[config.mk]
export PLATFORM = sky130hd
export DESIGN_NAME = uart_tx_param
export DESIGN_NICKNAME = d
export VERILOG_FILES = /design/src/rtl/uart_tx_param.sv
export SDC_FILE = /design/constraint.sdc
export NUM_CORES = 1
export LEC_CHECK = 0
export ABC_AREA = 1
export CAP_MARGIN = 30
export CORE_MARGIN = 2
export CORE_UTILIZATION = 58
export CTS_CLUSTER_SIZE = 8
export DETAILED_ROUTE_END_ITERATION = 8
export GPL_TIMING_DRIVEN = 0
export PLACE_DENSITY_LB_ADDON = 0.05
export SETUP_SLACK_MARGIN = 0.05
export SLEW_MARGIN = 20
export SYNTH_ARGS = -nofsm -noshare
export SYNTH_HDL_FRONTEND = slang
export SYNTH_SLANG_ARGS = --single-unit
[constraint.sdc]
create_clock -name clk -period 1.78 [get_ports clk]
set_input_delay 0.534 -clock clk [delete_from_list [all_inputs] [get_ports clk]]
set_output_delay 0.534 -clock clk [all_outputs]
set_load 0.1 [all_outputs]
[src/rtl/uart_tx_param.sv]
// uart_tx_param: parametrised UART transmitter.
// Sends one word per Send/Sent four-phase handshake as a frame made of a
// start bit, DATA_BITS data bits (LSB first), an optional parity bit and
// STOP_BITS stop bits. Every bit lasts BIT_CYCLES = CLK_FREQ/BAUD_RATE clocks.
// Ports:
//   clk      system clock, rising edge
//   Reset_n  asynchronous active-low reset
//   Send     transmit request (level); Din is latched when the request is accepted
//   Din      word to send
//   Sent     frame complete; held high until Send is deasserted
//   Busy     high from acceptance until the frame ends
//   Sout     serial line, idle high, registered
module uart_tx_param #(
  parameter int unsigned CLK_FREQ  = 100_000_000,
  parameter int unsigned BAUD_RATE = 19_200,
  parameter int unsigned DATA_BITS = 8,
  parameter int unsigned PARITY    = 1,
  parameter int unsigned STOP_BITS = 1
) (
  input  logic                 clk,
  input  logic                 Reset_n,
  input  logic                 Send,
  input  logic [DATA_BITS-1:0] Din,
  output logic                 Sent,
  output logic                 Busy,
  output logic                 Sout
);

  localparam int unsigned BIT_CYCLES = CLK_FREQ / BAUD_RATE;
  // Guarded so an illegal BIT_CYCLES still elaborates far enough to report
  localparam int unsigned CNT_W      = (BIT_CYCLES < 2) ? 1 : $clog2(BIT_CYCLES);
  localparam int unsigned BIT_W      = $clog2(DATA_BITS);

  // Parameter legality checks at elaboration
  if (DATA_BITS < 5 || DATA_BITS > 9) begin : g_chk_data
    $error("uart_tx_param: DATA_BITS must be in 5..9");
  end
  if (PARITY > 2) begin : g_chk_parity
    $error("uart_tx_param: PARITY must be 0, 1 or 2");
  end
  if (STOP_BITS < 1 || STOP_BITS > 2) begin : g_chk_stop
    $error("uart_tx_param: STOP_BITS must be 1 or 2");
  end
  if (BIT_CYCLES < 2) begin : g_chk_baud
    $error("uart_tx_param: CLK_FREQ/BAUD_RATE must be at least 2");
  end

  localparam logic [2:0] S_IDLE  = 3'd0;
  localparam logic [2:0] S_START = 3'd1;
  localparam logic [2:0] S_DATA  = 3'd2;
  localparam logic [2:0] S_PAR   = 3'd3;
  localparam logic [2:0] S_STOP  = 3'd4;
  localparam logic [2:0] S_ACK   = 3'd5;

  logic [2:0]           state,     state_nxt;
  logic [CNT_W-1:0]     cnt,       cnt_nxt;
  logic [BIT_W-1:0]     bit_cnt,   bit_cnt_nxt;
  logic                 stop_cnt,  stop_cnt_nxt;
  logic [DATA_BITS-1:0] shift,     shift_nxt;
  logic                 par_bit,   par_bit_nxt;
  logic                 sout_nxt;
  logic                 sent_nxt;
  logic                 busy_nxt;
  logic                 baud_tick;

  // State and datapath registers; reset aborts any frame and idles the line high
  always_ff @(posedge clk or negedge Reset_n) begin
    if (!Reset_n) begin
      state    <= S_IDLE;
      cnt      <= '0;
      bit_cnt  <= '0;
      stop_cnt <= 1'b0;
      shift    <= '0;
      par_bit  <= 1'b0;
      Sout     <= 1'b1;
      Sent     <= 1'b0;
      Busy     <= 1'b0;
    end else begin
      state    <= state_nxt;
      cnt      <= cnt_nxt;
      bit_cnt  <= bit_cnt_nxt;
      stop_cnt <= stop_cnt_nxt;
      shift    <= shift_nxt;
      par_bit  <= par_bit_nxt;
      Sout     <= sout_nxt;
      Sent     <= sent_nxt;
      Busy     <= busy_nxt;
    end
  end

  // Next-state and next-output logic
  always_comb begin
    state_nxt    = state;
    cnt_nxt      = '0;
    bit_cnt_nxt  = bit_cnt;
    stop_cnt_nxt = stop_cnt;
    shift_nxt    = shift;
    par_bit_nxt  = par_bit;
    sout_nxt     = Sout;
    sent_nxt     = Sent;
    busy_nxt     = Busy;
    baud_tick    = (cnt == CNT_W'(BIT_CYCLES - 1));

    // Baud counter runs only while a bit is on the line
    if (state != S_IDLE && state != S_ACK) begin
      cnt_nxt = baud_tick ? '0 : cnt + CNT_W'(1);
    end

    case (state)
      S_IDLE: begin
        if (Send) begin
          shift_nxt   = Din;
          par_bit_nxt = (PARITY == 1) ? ~^Din : ^Din;
          busy_nxt    = 1'b1;
          sout_nxt    = 1'b0;
          state_nxt   = S_START;
        end
      end

      S_START: begin
        if (baud_tick) begin
          sout_nxt    = shift[0];
          bit_cnt_nxt = '0;
          state_nxt   = S_DATA;
        end
      end

      S_DATA: begin
        if (baud_tick) begin
          shift_nxt = shift >> 1;
          if (bit_cnt == BIT_W'(DATA_BITS - 1)) begin
            if (PARITY != 0) begin
              sout_nxt  = par_bit;
              state_nxt = S_PAR;
            end else begin
              sout_nxt     = 1'b1;
              stop_cnt_nxt = 1'b0;
              state_nxt    = S_STOP;
            end
          end else begin
            sout_nxt    = shift[1];
            bit_cnt_nxt = bit_cnt + BIT_W'(1);
          end
        end
      end

      S_PAR: begin
        if (baud_tick) begin
          sout_nxt     = 1'b1;
          stop_cnt_nxt = 1'b0;
          state_nxt    = S_STOP;
        end
      end

      S_STOP: begin
        if (baud_tick) begin
          if (stop_cnt == 1'(STOP_BITS - 1)) begin
            sent_nxt  = 1'b1;
            busy_nxt  = 1'b0;
            state_nxt = S_ACK;
          end else begin
            stop_cnt_nxt = stop_cnt + 1'b1;
          end
        end
      end

      S_ACK: begin
        // Hold Sent until the requester drops Send; no retransmit while high
        if (!Send) begin
          sent_nxt  = 1'b0;
          state_nxt = S_IDLE;
        end
      end

      default: begin
        sout_nxt  = 1'b1;
        sent_nxt  = 1'b0;
        busy_nxt  = 1'b0;
        state_nxt = S_IDLE;
      end
    endcase
  end

endmodule

==> run metrics <==
outcome finished clean; clock share of power 15.2%; WP data arrival 1150 ps; max cap viols 0; clk sinks 31; GP Congestion 0.9079; cts bufs inserted 5; critical path's top delay family flip-flops; ys async rst share 100.0%; main flop type after synthesis dfrtp_1; fill cell count 275; largest net degree at the start of global routing 32; HPWL Detailed 2725 um; antenna diode count 0; power density cells 1423 nW/um^2; TritonCTS clock tree built; # DRC 0; Worst VDD drop 0.8841 mV; Max Clock Skew 7.762 ps; Die W 61.38 um; post-synthesis net count 235; min Tclk post-route 1686 ps; RSZ-0062 raised after global routing false; row cnt 20; Setup violations, final 0; startpoint types flip-flop; logic gate share of total power 50.8%; clock root cell clkbuf_4; Synth warnings 0; Final Max Slew Viols 0; Reg2Reg Depth 8; critical path required time 1250 ps; IO Count 14; grt total ovfl 0; max incr delay on CP 540 ps; Worst path slowest cell dfstp_2; clk_lat worst skew 330 ps; Peak Freq 593.2 MHz; die height 61.38 um; Worst setup EP type primary output; Layout area overhead 13.56%; Buf/Inv on CP 1; worst hold path class in2async; Switching Fraction 45.91%; initial core utilization 61.53%; via density per instance 5.093; period utilisation layout 94.70%; slew margin rel. 53.90%; IO Port Bufs 13; sequential share of power 34.0%; Lkg Pwr 0.001007 uW; layout cells sized above 1 24.08%; All-Layer GR Usage 21.67%; Mapped Cells 221; H-tree depth 2; wire per inst 12.29 um; RR Startpoint cnt[1]$_DFF_PN0_; Seq cells post-synth 31; CP Max Fanout 2; clock-pin slew on the worst setup and hold paths 100 ps; sequential-to-total area share from yosys stat 40.69%; final WL 3552 um; number of global-route vias before repair 1428; clk buf depth 2; critical path class reg2out; DRT Pass-1 Iters 4; vias post-DR 1472; final hold vios 0; Psw 1417 uW; Least-Margin Pin Slew 691.4 ps; count of different cell masters after synthesis 38; Pint 1670 uW; initial antenna violation count 0; initial drt markers 70; Stages on worst setup path 1; post-place setup slack -389.7 ps; Antenna Violating Nets Remaining 0; Cell Chain, Critical Path buf_4; Final #Nets 258; first-pass GRT wire length 5913 um; EDFF count, synth 0; final worst slack 94.32 ps; Netlist Area Pre-Place 1909 sq um; syn avg cell area 8.640 sq um; CP Launch Point Sout$_DFFE_PN1P_; die area 3767 sq um; fin util 69.88%; core area 3103 sq um
[power groups by stage]
stage	Clock (uW)	Sequential, uW	Combinational (uW)
detailed placement	0	1070	1570
global route	503	1070	1750
floorplan	0	1260	1070
finish	469	1050	1570
CTS	479	1060	1560
global placement	0	1070	1540
[routing by layer]
layer	up-vias	track usage, %	share of wire [%]
li1	758	-	-
met1	672	25.61	42
met5	-	0	0
met3	13	3.992	3.2
met4	0	11.25	2.9
met2	29	37.54	52
[stage by stage]
step           hold WS [ps]  instance area, sq um  TNS (ps)  total power, uW  cells
2_1_floorplan         238.4                  1909         0             2331    221
3_3_place_gp          462.3                  2095    -12030             2603    278
3_5_place_dp          465.9                  2090    -813.6             2643    278
4_1_cts               258.6                  2146         0             3092    286
5_1_grt               293.4                  2168         0             3330    289
6_report              241.1                  2168         0             3086    289
[layout by cell type, fill, tap and decap left out, drive strengths merged, types with 2 or more instances in the layout]
cell and instances:
xor2 6, ha 3, xnor2 5, dfrtp 30, nor2 27, nand2 57
nand3 16, o211ai 7, inv 32, buf 9, a21oi 7, nor3 4
nand3b 2, nand4 2, clkdlybuf4s50 9, clkbuf 8, o21ai 16
[registers in the layout, indices dropped and copies added, names as in the netlist]
signal,flops
bit_cnt,3
state,3
shift,8
cnt,13
Sent,1
Busy,1
par_bit,1
Sout,1
[cell families after synthesis]
logic type	Yosys count	synth area share, %
flip-flops	31	40.69
AND/OR/NAND/NOR	110	31.32
adder cells (fa/ha/maj)	3	1.966
buffers and inverters	34	7.733
AO/OA/AOI/OAI	32	13.24
XOR/XNOR	11	5.046
[cells in the mapped netlist (2+ instances only)]
cell / n / share of area, %
nand2_4: 3 / 1.8
xor2_1: 6 / 2.8
nand2_2: 7 / 2.3
inv_2: 4 / 0.79
ha_1: 3 / 2.0
dfrtp_1: 30 / 39
inv_1: 27 / 5.3
o211ai_1: 5 / 2.0
xnor2_1: 5 / 2.3
nand3_1: 14 / 3.7
o21ai_2: 9 / 4.1
nor2_2: 4 / 1.3
o211ai_2: 2 / 1.3
nor2_4: 4 / 2.4
nor2_1: 18 / 3.5
nand2_1: 47 / 9.2
o21ai_0: 5 / 1.3
nor3_1: 4 / 1.0
a21oi_1: 5 / 1.3
[cell type report]
class / count / area (sq um) / share of cell area [%]
flip-flops and latches: 31 / 777.0 / 35.83
well taps: 44 / 55.05 / 2.539
inverters: 32 / 122.6 / 5.655
repair buffers: 16 / 135.1 / 6.232
multi-input cells: 156 / 984.7 / 45.41
plain buffers: 2 / 25.02 / 1.154
clock buffers: 8 / 68.82 / 3.174
[repair_timing]
action	4_1_cts	5_1_grt
gates cloned	0	0
endpoints found under the hold margin	0	0
buffers inserted	0	3
pin swaps	0	2
resized for setup	16	0
hold buffers	0	0
endpoints found under the setup margin	3	4
[final timing paths]
kind	slack, ps	end
min	240	bit_cnt[0]$_DFFE_PN0P_
min reg2reg	480	Sout$_DFFE_PN1P_
max in group asynchronous	1100	bit_cnt[1]$_DFFE_PN0P_
min in group clk	480	Sout$_DFFE_PN1P_
max reg2reg	200	cnt[10]$_DFF_PN0_
max	90	Sout
Note: power is estimated with default switching activity, not from simulation.
